`src/rtl/inst_loader.sv`:
```
// Instruction loader: buffers one host program and replays it as a gap-free burst to the PE instruction memory.
// Optional build macro INST_LOADER_REPLAY_EN adds a HOLD state that allows the stored program to be re-issued.
module inst_loader #(
  parameter int INST_W = 64,
  parameter int DEPTH  = 16,
  parameter int ADDR_W = 4,
  parameter int LEN_W  = 5
) (
  input  logic              clk,
  input  logic              rst_n,
  input  logic              s_valid,
  output logic              s_ready,
  input  logic [INST_W-1:0] s_data,
  input  logic              s_last,
  output logic              inst_out_v,
  output logic [INST_W-1:0] inst_out,
  input  logic              exec_v,
  input  logic              replay,
  output logic              busy,
  output logic [LEN_W-1:0]  prog_len,
  output logic              trunc_err
);

  localparam logic [2:0] S_FILL    = 3'd0;
  localparam logic [2:0] S_BURST   = 3'd1;
  localparam logic [2:0] S_WAIT_HI = 3'd2;
  localparam logic [2:0] S_WAIT_LO = 3'd3;
`ifdef INST_LOADER_REPLAY_EN
  localparam logic [2:0] S_HOLD    = 3'd4;
`endif

  localparam logic [LEN_W-1:0] LAST_IDX = LEN_W'(DEPTH - 1);

  logic [2:0]        r_state;
  logic [2:0]        w_state_nxt;
  logic [LEN_W-1:0]  r_wcnt;
  logic [LEN_W-1:0]  r_rptr;
  logic [LEN_W-1:0]  r_len;
  logic              r_ready;
  logic              r_trunc;
  logic              r_out_v;
  logic [INST_W-1:0] r_out;
  logic [INST_W-1:0] r_mem [DEPTH];

  logic              w_replay;
  logic              w_hs;
  logic              w_full_beat;
  logic              w_fill_end;
  logic              w_last_rd;
  logic              w_ready_nxt;
  logic              w_wait_done;
  logic [ADDR_W-1:0] w_waddr;
  logic [ADDR_W-1:0] w_raddr;

`ifdef INST_LOADER_REPLAY_EN
  assign w_replay    = (r_state == S_HOLD) & replay;
  assign w_ready_nxt = (w_state_nxt == S_FILL) || (w_state_nxt == S_HOLD);
  assign busy        = (r_state != S_FILL) && (r_state != S_HOLD);
`else
  logic w_unused;
  assign w_unused    = replay;
  assign w_replay    = 1'b0;
  assign w_ready_nxt = (w_state_nxt == S_FILL);
  assign busy        = (r_state != S_FILL);
`endif

  // Replay wins over a host beat offered in the same HOLD cycle.
  assign w_hs        = s_valid & r_ready & ~w_replay;
  assign w_full_beat = (r_wcnt == LAST_IDX);
  assign w_fill_end  = w_hs & (s_last | w_full_beat);
  assign w_last_rd   = (r_rptr == (r_len - LEN_W'(1)));
  assign w_wait_done = (r_state == S_WAIT_LO) & ~exec_v;
  assign w_waddr     = r_wcnt[ADDR_W-1:0];
  assign w_raddr     = r_rptr[ADDR_W-1:0];

  assign s_ready     = r_ready;
  assign inst_out_v  = r_out_v;
  assign inst_out    = r_out;
  assign prog_len    = r_len;
  assign trunc_err   = r_trunc;

  always_comb begin
    w_state_nxt = r_state;
    case (r_state)
      S_FILL:    if (w_fill_end) w_state_nxt = S_BURST;
      S_BURST:   if (w_last_rd) w_state_nxt = S_WAIT_HI;
      S_WAIT_HI: if (exec_v) w_state_nxt = S_WAIT_LO;
`ifdef INST_LOADER_REPLAY_EN
      S_WAIT_LO: if (!exec_v) w_state_nxt = S_HOLD;
      S_HOLD: begin
        if (w_replay || w_fill_end) w_state_nxt = S_BURST;
        else if (w_hs)              w_state_nxt = S_FILL;
      end
`else
      S_WAIT_LO: if (!exec_v) w_state_nxt = S_FILL;
`endif
      default:   w_state_nxt = S_FILL;
    endcase
  end

  // Buffer RAM: written on every accepted beat, never reset.
  always_ff @(posedge clk) begin
    if (w_hs) r_mem[w_waddr] <= s_data;
  end

  always_ff @(posedge clk or negedge rst_n) begin
    if (!rst_n) begin
      r_state <= S_FILL;
      r_ready <= 1'b0;
      r_wcnt  <= '0;
      r_rptr  <= '0;
      r_len   <= '0;
      r_trunc <= 1'b0;
      r_out_v <= 1'b0;
      r_out   <= '0;
    end else begin
      r_state <= w_state_nxt;
      r_ready <= w_ready_nxt;

      if (w_wait_done)  r_wcnt <= '0;
      else if (w_hs)    r_wcnt <= r_wcnt + LEN_W'(1);

      if (w_fill_end) r_len <= r_wcnt + LEN_W'(1);
      if (w_hs && w_full_beat && !s_last) r_trunc <= 1'b1;

      if (w_fill_end || w_replay)  r_rptr <= '0;
      else if (r_state == S_BURST) r_rptr <= r_rptr + LEN_W'(1);

      // Output stage: one registered word per BURST read, zero otherwise.
      r_out_v <= (r_state == S_BURST);
      r_out   <= (r_state == S_BURST) ? r_mem[w_raddr] : '0;
    end
  end

endmodule

```
`config.mk`:
```
export PLATFORM = sky130hd
export DESIGN_NAME = inst_loader
export DESIGN_NICKNAME = d
export VERILOG_FILES = /design/src/rtl/inst_loader.sv
export SDC_FILE = /design/constraint.sdc
export NUM_CORES = 1
export LEC_CHECK = 0
export CAP_MARGIN = 20
export CORE_ASPECT_RATIO = 1.4
export CORE_MARGIN = 5
export CORE_UTILIZATION = 60
export DETAILED_ROUTE_END_ITERATION = 8
export PLACE_DENSITY = 0.78
export SLEW_MARGIN = 15
export SYNTH_ARGS = -nofsm -noshare
export SYNTH_HDL_FRONTEND = slang
export SYNTH_SLANG_ARGS = --single-unit
```
`constraint.sdc`:
```
create_clock -name clk -period 7.1 [get_ports clk]
set_clock_uncertainty 0.2 [all_clocks]
set_input_delay 1.42 -clock clk [delete_from_list [all_inputs] [get_ports clk]]
set_output_delay 1.42 -clock clk [all_outputs]
set_load 0.01 [all_outputs]
```
Word-level counts from Yosys, hierarchy flattened
Memories as Yosys holds them, arrays and structs flattened.
Index checks and enable logic that the tools add are counted.
- memories kept: 1
- logic and storage cells: 42
- bits in registers: 85
- memory bits (writable): 1024
- memory list (name ; words ; bits a word ; rd ports ; clocked after memory_dff ; wr ports ; line ; RTL):
    r_mem ; 16 ; 64 ; 1 ; 0 ; 1 ; 43 ; logic [INST_W-1:0] r_mem [DEPTH];
- bitwise logic cells: 5
- reduce and logical (&&, ||, !) cells: 8
- equal/unequal tests: 5
- add/subtract/negate cells: 3
- muxes and demuxes: 12
- operator list (kind ; number):
    $mux W64 ; 1
    $mux W5 ; 4
    $mux W3 ; 4
    $pmux W3 S4 ; 1
    $add A5 B1 Y5 const B ; 2
    $eq A3 B2 Y1 const B ; 2
    $logic_not A3 Y1 ; 2
    $eq A5 B4 Y1 const B ; 1
    $eq A5 B5 Y1 ; 1
    $sub A5 B1 Y5 const B ; 1
    $reduce_bool A2 Y1 ; 2
    $and A1 B1 Y1 ; 3
    $eq A3 B1 Y1 const B ; 1
    $reduce_bool A3 Y1 ; 1
    $logic_and A1 B1 Y1 ; 2
    $mux W1 ; 2
    $logic_not A1 Y1 ; 1
    $not A1 Y1 ; 1
    $or A1 B1 Y1 ; 1

Depth between registers and ports, before layout
Gate-level depths: netlist of the first run.
- depth in word-level cells: 6
- depth in mapped cells: 7

Worst setup path after synthesis of the first run
No wires, ideal clock.
- kind: input to register
- start point: input s_valid
- end point: memory r_mem[12][0] (enable)
- arrival time: 3494 ps
- cell stages on the path: 4
- path slack: 2977 ps
- setup time: 429 ps
- path through: and2_1 clkbuf_1 and3_1 and2_1
- cells in the longest elaborated chain, start to end: 3
- ends and longest elaborated chain (item ; line ; RTL):
    start: declaration ; 11 ; input logic s_valid,
    $and A1 B1 Y1 ; 68 ; assign w_hs = s_valid & r_ready & ~w_replay;
    $mux W1 ; 103 ; if (w_hs) r_mem[w_waddr] <= s_data;
    $mux W1 (implied by the code) ; 103 ;
    end: declaration ; 43 ;
No other way between the ends.

Worst setup path in the final report of the first run
- start point: input s_valid
- end point: memory r_mem[11][26] (enable)
Same word-level chain as after synthesis.

==> flow_summary.ini, run 1 <==
[setup_path]
worst_ep_required_time_ns = 7.23
path_class = in2reg
cp-startpoint = s_valid
endpoint = r_mem[11][26]$_DFFE_PP_
cp-end-kind = register
crit_arrival_ns = 4.00
r2r_cells = 4
r2r_end = inst_out[28]$_DFF_PN0_
critPathLaunchType = primary input
path_max_fanout = 48
r2r-start = r_rptr[0]$_DFFE_PN0P_
rrSetupSlack_ns = 3.69

[placement]
dp.cells = 2758
place_hpwl_um = 41900
port_buffers = 141
gp_congestion = 0.749
placed_cell_area_um2 = 43900

[global_routing]
track_usage = 0.238
grt_overflow = 0
grt_antenna_before_repair = 14
grt_max_degree = 159
grt_pass1_wl_um = 130000
grt_pass1_vias = 20000

[clock_tree]
cts.sinks = 1109
cts_buffers = 95
clk_latency_ns = 0.67
clock_path_buffers = 3
cts.root.buffer_cell = clkbuf_16
cts_tree = done
htreeDepth = 3
postCtsSetupBuffers = 0
cts_resized = 0
hold_buffers = 0
clk_pin_slew_ns = 0.07

[power]
leakagePower_nw = 14.6
peakVddDrop_uv = 250
p_total_mw = 16.3
p_per_area_nw_per_um2 = 346
p_switching_mw = 4.10
p_sw_frac = 0.252
power_frac_comb = 0.187
p_seq_frac = 0.492
pwr-share-clk = 0.322
p_int_mw = 12.2

[route]
wl_per_cell_um = 29.6
ant_nets = 0
routed_wirelength_um = 87200
firstDrtPassIters = 5
dr.first_iter.drc_count = 1965
drc = 0
vias_per_cell = 6.36
vias = 18700

[synthesis]
ys_seq_area_frac = 0.791
async_reset_ff_frac = 0.0766
synth_edf_count = 1024
synthCells = 1753
syn-mean-instance-area_um2 = 23.7
synth_ff_type = edfxtp_1
mappedNetlistArea_um2 = 41600
yosys_warnings = 0
ys_ff_latch = 1109
synth_fp_nets = 1830
synth_cell_types = 37

[cells_and_area]
syn_to_final_growth_pct = 13.1
fill_cells = 4014
multi_input_comb_area_um2 = 8150
seqCellArea_um2 = 32900
design_area_um2 = 47000
final_cells = 2943
layout-drive-gt1-share = 0.220
nNetsFinal = 2004

[sta]
fin_crit_sh = 0.545
tns_ns = 0
fmax_mhz = 258
finalMaxSlewViolations = 0
rsz0062_at_grt = no
slew_headroom = 0.214
final.min_clock_period_ns = 3.87
finalHoldViolations = 0
tightestPinTransition_ns = 1.18
setup_violations = 0

[floorplanning]
fp.dieH_um = 321
coreArea_um2 = 68900
rows = 114
die_width_um = 232
die_area_um2 = 74700
initial_core_util = 0.603
io_pins = 143

[flow_run]
cap_violations = 0

[worst_hold_path]
hold_path_class = reg2reg

[outcome]
status = completed
## power by group through the flow
stage,combinational (mW),sequential (mW),clock (mW)
after detailed placement,3.06,8.14,0
final,3.04,8.00,5.24
after CTS,3.09,8.01,5.30
after global placement,2.98,8.09,0
after floorplan,2.44,8.00,0
after global routing,3.27,8.05,5.60
## cell usage in the layout, fill, tap and decap left out, types with 12 or more instances in the layout
| cell | instances |
|---|---|
| clkinv_2 | 13 |
| o22ai_1 | 64 |
| edfxtp_1 | 1024 |
| mux4_2 | 256 |
| buf_4 | 22 |
| clkinv_1 | 17 |
| mux2i_1 | 129 |
| clkdlybuf4s50_1 | 140 |
| nand2_1 | 12 |
| dfrtp_1 | 82 |
| and2_4 | 16 |
| clkbuf_1 | 22 |
| clkbuf_16 | 97 |
| nor2_1 | 13 |
## metrics by stage
step | hold WS (ns) | setup WS, ns | utilization
finish | 0.282 | 3.23 | 0.683
global route | 0.329 | 3.15 | 0.683
CTS | 0.295 | 3.27 | 0.682
detailed placement | 0.280 | 2.59 | 0.637
global placement | 0.262 | 2.74 | 0.637
floorplan | 0.258 | 2.98 | -
## layout make-up
class | instances | area share
diodes | 10 | 0.000532
clock buffers | 123 | 0.0545
clock inverters | 52 | 0.0119
inverters | 6 | 0.000479
multi-input cells | 548 | 0.173
flip-flops and latches | 1109 | 0.699
well taps | 928 | 0.0247
repair buffers | 167 | 0.0352
## flip-flops by register name, summed over array words and instances (netlist names)
signal,count
prog_len,5
r_mem,1024
trunc_err,1
r_state,3
r_rptr,5
s_ready,1
r_wcnt,5
inst_out,64
inst_out_v,1
## synthesized netlist by cell type (2+ instances only)
library cell,n,area [um2]
nand4_1,2,12.5
mux4_2,256,5770
and2_1,17,106
clkbuf_1,23,86.3
buf_6,24,270
edfxtp_1,1024,30700
nor2_1,13,48.8
o21ai_0,5,25.0
nand2_1,13,48.8
dfrtp_1,85,2130
ha_1,7,87.6
and3_1,2,12.5
inv_1,6,22.5
buf_1,3,11.3
xor2_1,7,61.3
o22ai_1,64,400
buf_2,39,195
nor3b_1,5,37.5
xnor2_1,10,87.6
mux2i_1,129,1290
nor3_1,2,10.0
a21oi_1,2,10.0
## worst min path at each step
stage                          startpoint                    end  slack (ns)  cells past startpoint
finish              trunc_err$_DFFE_PN0P_  trunc_err$_DFFE_PN0P_        0.28                      1
global route        trunc_err$_DFFE_PN0P_  trunc_err$_DFFE_PN0P_        0.33                      1
CTS                 trunc_err$_DFFE_PN0P_  trunc_err$_DFFE_PN0P_        0.30                      1
detailed placement  trunc_err$_DFFE_PN0P_  trunc_err$_DFFE_PN0P_        0.28                      1
global placement    trunc_err$_DFFE_PN0P_  trunc_err$_DFFE_PN0P_        0.26                      1
floorplan            r_state[0]$_DFF_PN0_      s_ready$_DFF_PN0_        0.26                      1
## cells by family (layout without fill, tap and decap cells)
logic type      Yosys count  after routing  synth area share
xor+xnor                 17             17           0.00358
fa+ha+maj                 7              7           0.00211
simple gates             60             60           0.00755
other cells               1             11         0.0000902
compound gates           78             78            0.0117
buf+inv                  96            348            0.0144
flops                  1109           1109             0.791
mux                     385            385             0.170
## worst max-delay path, cell delays in order
cell and delay (ns):
clkdlybuf4s50_1 0.47, nand2_1 0.17, nor3b_1 0.53, and2_4 0.89
buf_4 0.46
## metal layers
metal | track usage | part of all wire | up-vias
met2 | 0.399 | 0.52 | 862
met1 | 0.326 | 0.38 | 9963
met3 | 0.0421 | 0.074 | 144
met4 | 0.0781 | 0.026 | 4
met5 | 0 | 0.00029 | -
li1 | - | - | 7751
(Power assumes the default switching activity.)
==> run 2: changes to the inputs <==
Settings changed: CORE_UTILIZATION 60 to 55, PLACE_DENSITY 0.78 to 0.76.
Clock period 7.1 ns to 3.56 ns, I/O delays scaled along.
==> flow_summary.ini, run 2 (synthesis gave the netlist of run 1 again) <==
[setup_path]
path_class = reg2out
crit_arrival_ns = 2.03
r2r-start = r_rptr[0]$_DFFE_PN0P_
path_max_fanout = 6
cp-end-kind = primary output
worst_ep_required_time_ns = 2.65
critPathLaunchType = register
cp-startpoint = r_state[2]$_DFF_PN0_

[floorplanning]
initial_core_util = 0.553
rows = 119
fp.dieH_um = 335
die_width_um = 242
coreArea_um2 = 75200
die_area_um2 = 81300
io_pins = 143

[placement]
gp_congestion = 0.741
placed_cell_area_um2 = 44600
place_hpwl_um = 46900
port_buffers = 141

[global_routing]
met3_usage = 0.0415
grt_pass1_wl_um = 132000
track_usage = 0.220
grt_pass1_vias = 20000
grt_antenna_before_repair = 9
met2_usage = 0.380
grt_overflow = 0
grt_max_degree = 70
grt.busiest_layer = met2
grtUsageMet1 = 0.293

[power]
peakVddDrop_uv = 470
p_per_area_nw_per_um2 = 695
leakagePower_nw = 15.0

[cells_and_area]
layout_common_cells = edfxtp_1 (1024), mux4_2 (256), clkdlybuf4s50_1 (140), mux2i_1 (129), clkbuf_16 (97)
design_area_um2 = 48000
nNetsFinal = 2039
largest_reg_flops = 1024
seqCellArea_um2 = 32900
layout-drive-gt1-share = 0.241
final_common_cell = edfxtp_1
fill_cells = 4598
multi_input_comb_area_um2 = 8150
syn_to_final_growth_pct = 15.5
largest_register = r_mem

[route]
drc = 0
firstDrtPassIters = 5
ant_nets = 0
wl_per_cell_um = 29.4
vias_per_cell = 6.26
routed_wirelength_um = 88600
vias = 18900
dr.first_iter.drc_count = 1983

[sta]
hold_ws_ns = 0.298
setup_violations = 0
fin_crit_sh = 0.827
final.min_clock_period_ns = 2.95
fmax_mhz = 340
slew_headroom = 0.446
tns_ns = 0
finalHoldViolations = 0
finalMaxSlewViolations = 0
tightestPinTransition_ns = 0.831
rsz0062_at_grt = no

[clock_tree]
cts.sinks = 1109
postCtsSetupBuffers = 0
htreeDepth = 3
cts_buffers = 96
clock_path_buffers = 3
clk_pin_slew_ns = 0.07
cts_tree = done
clk_latency_ns = 0.66
cts.root.buffer_cell = clkbuf_16
cts_resized = 0
hold_buffers = 1

[outcome]
status = completed

[flow_run]
cap_violations = 0

[worst_hold_path]
hold_path_class = reg2reg
hold_start = trunc_err$_DFFE_PN0P_
run 2: layer usage:
| layer | part of all wire | wire [um] |
|---|---|---|
| met5 | 0.00041 | 36 |
| met4 | 0.020 | 1790 |
| met3 | 0.076 | 6720 |
| met2 | 0.53 | 46600 |
| met1 | 0.38 | 33400 |
run 2: through the flow:
step / power, mW / std cells / utilization / worst slack [ns]
final: 33.4 / 3019 / 0.639 / 0.615
after global routing: 34.7 / 3014 / 0.639 / 0.561
after CTS: 33.7 / 3012 / 0.639 / 0.570
after detailed placement: 22.6 / 2831 / 0.594 / 0.449
after global placement: 22.4 / 2831 / 0.594 / 0.430
after floorplan: 20.8 / 1753 / - / 0.145
run 2: layout make-up:
cell class              count  share of cell area
clock buffers             128              0.0555
multi-input cells         548               0.170
repair buffers            201              0.0492
diodes                      7            0.000365
well taps                 968              0.0252
clock inverters            52              0.0148
flip-flops and latches   1109               0.685
inverters                   6            0.000469
run 2: path summary, 6_finish.rpt:
kind                                     endpoint  slack (ns)  cells after the start
hold / removal              trunc_err$_DFFE_PN0P_        0.30                      1
hold reg to reg             trunc_err$_DFFE_PN0P_        0.30                      1
max in group asynchronous  inst_out[25]$_DFF_PN0_        1.96                      3
setup reg to reg           inst_out[25]$_DFF_PN0_        0.97                      4
setup / recovery                             busy        0.61                      2
min in group asynchronous  inst_out[54]$_DFF_PN0_        0.42                      2
run 2: worst max-delay path, stage by stage (launching register included):
cell and delay (ns):
dfrtp_1 0.42, or3_1 0.43, clkdlybuf4s50_1 0.52
run 2: report_power, final:
part | internal [mW] | total, mW | switching, mW
Sequential | 15.4 | 15.8 | 0.435
Clock | 6.51 | 11.1 | 4.54
Combinational | 3.24 | 6.48 | 3.24
==> run 3: changes to the inputs <==
Settings changed: CORE_UTILIZATION 55 to 60, PLACE_DENSITY 0.76 to 0.78.
Clock period 3.56 ns to 2.96 ns, I/O delays scaled along.
==> flow_summary.ini, run 3 (synthesis gave the netlist of run 1 again) <==
[setup_path]
cp_slowest_cell = clkdlybuf4s50_1
critPathLaunchType = register
path_max_fanout = 6
max_stage_delay_ns = 0.50
critical_path.top_delay_family = buffers and inverters
path_class = reg2out
critPathBufInv = 1
cp-end-kind = primary output
worst_ep_required_time_ns = 2.17
crit_arrival_ns = 2.00
crit_chain = or3_1 > clkdlybuf4s50_1

[clock_tree]
cts_tree = done
cts.sinks = 1109
clock_path_buffers = 3
cts_buffers = 96
postCtsSetupBuffers = 0
htreeDepth = 3
clk_pin_slew_ns = 0.07
cts.root.buffer_cell = clkbuf_16
clk_latency_ns = 0.67

[global_routing]
grt_antenna_before_repair = 6
met2_usage = 0.438
grt.busiest_layer = met2
grtUsageMet1 = 0.329
grt_max_degree = 69
grt_pass1_vias = 21100
track_usage = 0.253
grt_pass1_wl_um = 138000
grt_overflow = 0
met3_usage = 0.0453

[placement]
gp_congestion = 0.800
pre_cts_ws_ns = 0.164
place_hpwl_um = 50600
port_buffers = 141

[cells_and_area]
fin_util = 0.701
syn_to_final_growth_pct = 16.2
layout_common_cells = edfxtp_1 (1024), mux4_2 (256), clkdlybuf4s50_1 (140), mux2i_1 (129), clkbuf_16 (98)
fill_cells = 3821
largest_register = r_mem
final_common_cell = edfxtp_1
nNetsFinal = 2076
largest_reg_flops = 1024
layout-drive-gt1-share = 0.249

[sta]
slew_headroom = 0.530
finalHoldViolations = 0
setup_violations = 0
rsz0062_at_grt = no
tns_ns = 0
fin_ws_ns = 0.172
fmax_mhz = 359
finalMaxSlewViolations = 0
final.min_clock_period_ns = 2.79
fin_crit_sh = 0.942
tightestPinTransition_ns = 0.703

[route]
firstDrtPassIters = 5
ant_nets = 0
wl_per_cell_um = 30.8
vias = 19500
drc = 0
routed_wirelength_um = 93000
vias_per_cell = 6.48
dr.first_iter.drc_count = 2185

[floorplanning]
die_width_um = 232
io_pins = 143
rows = 114
coreArea_um2 = 68900
die_area_um2 = 74700
initial_core_util = 0.603
fp.dieH_um = 321

[power]
leakagePower_nw = 15.2
peakVddDrop_uv = 627
p_per_area_nw_per_um2 = 830

[flow_run]
cap_violations = 0

[worst_hold_path]
hold_path_class = in2async

[outcome]
status = completed
-- run 3: cell types whose count changed in the layout (fill, tap and decap cells not counted), sizes merged --
cell	change
bufinv	-6
clkinvlp	+2
buf	+37
clkinv	+22
inv	-3
clkbuf	-14
diode	-3
-- run 3: path summary, 6_finish.rpt --
kind	to	startpoint	cells past startpoint	slack [ns]
setup reg to reg	inst_out[44]$_DFF_PN0_	r_rptr[0]$_DFFE_PN0P_	5	0.43
max in group asynchronous	inst_out[39]$_DFF_PN0_	rst_n	3	1.51
setup / recovery	busy	r_state[2]$_DFF_PN0_	2	0.17
hold / removal	inst_out[61]$_DFF_PN0_	rst_n	2	0.22
min in group clk	trunc_err$_DFFE_PN0P_	trunc_err$_DFFE_PN0P_	1	0.27
hold reg to reg	trunc_err$_DFFE_PN0P_	trunc_err$_DFFE_PN0P_	1	0.27
-- run 3: metal layers --
layer  routed length [um]  up-vias  share of wire
li1                     -     7900              -
met5                   10        -        0.00011
met3                 7100      186          0.076
met1                33200    10400           0.36
met2                49500     1050           0.53
met4                 3140        2          0.034
-- run 3: final cells by class --
cell class / instances / area (um2) / area share
Antenna cell: 4 / 10.0 / 0.000207
Clock buffer: 114 / 2550 / 0.0528
Clock inverter: 67 / 664 / 0.0138
Inverter: 6 / 22.5 / 0.000466
Multi-Input combinational cell: 548 / 8150 / 0.169
Sequential cell: 1109 / 32900 / 0.681
Tap cell: 928 / 1160 / 0.0240
Timing Repair Buffer: 238 / 2870 / 0.0593
-- run 3: stage by stage --
stage / power (mW) / hold slack, ns / cell area [um2] / instances
3_5_place_dp: 27.6 / 0.263 / 45100 / 2828
2_1_floorplan: 25.0 / 0.0964 / 41600 / 1753
3_3_place_gp: 27.3 / 0.261 / 45100 / 2828
5_1_grt: 41.6 / 0.248 / 48300 / 3011
4_1_cts: 40.4 / 0.190 / 48300 / 3010
6_report: 40.1 / 0.220 / 48300 / 3014
-- run 3: power breakdown --
group / total, mW / switching [mW] / internal, mW
Sequential: 19.1 / 0.545 / 18.5
Clock: 12.7 / 5.52 / 7.16
Combinational: 8.36 / 4.22 / 4.14
-- run 3: repair_timing --
item | CTS | global route
hold buffers | 1 | 0
hold endpoints to repair | 19 | 0
resized for setup | 0 | 0
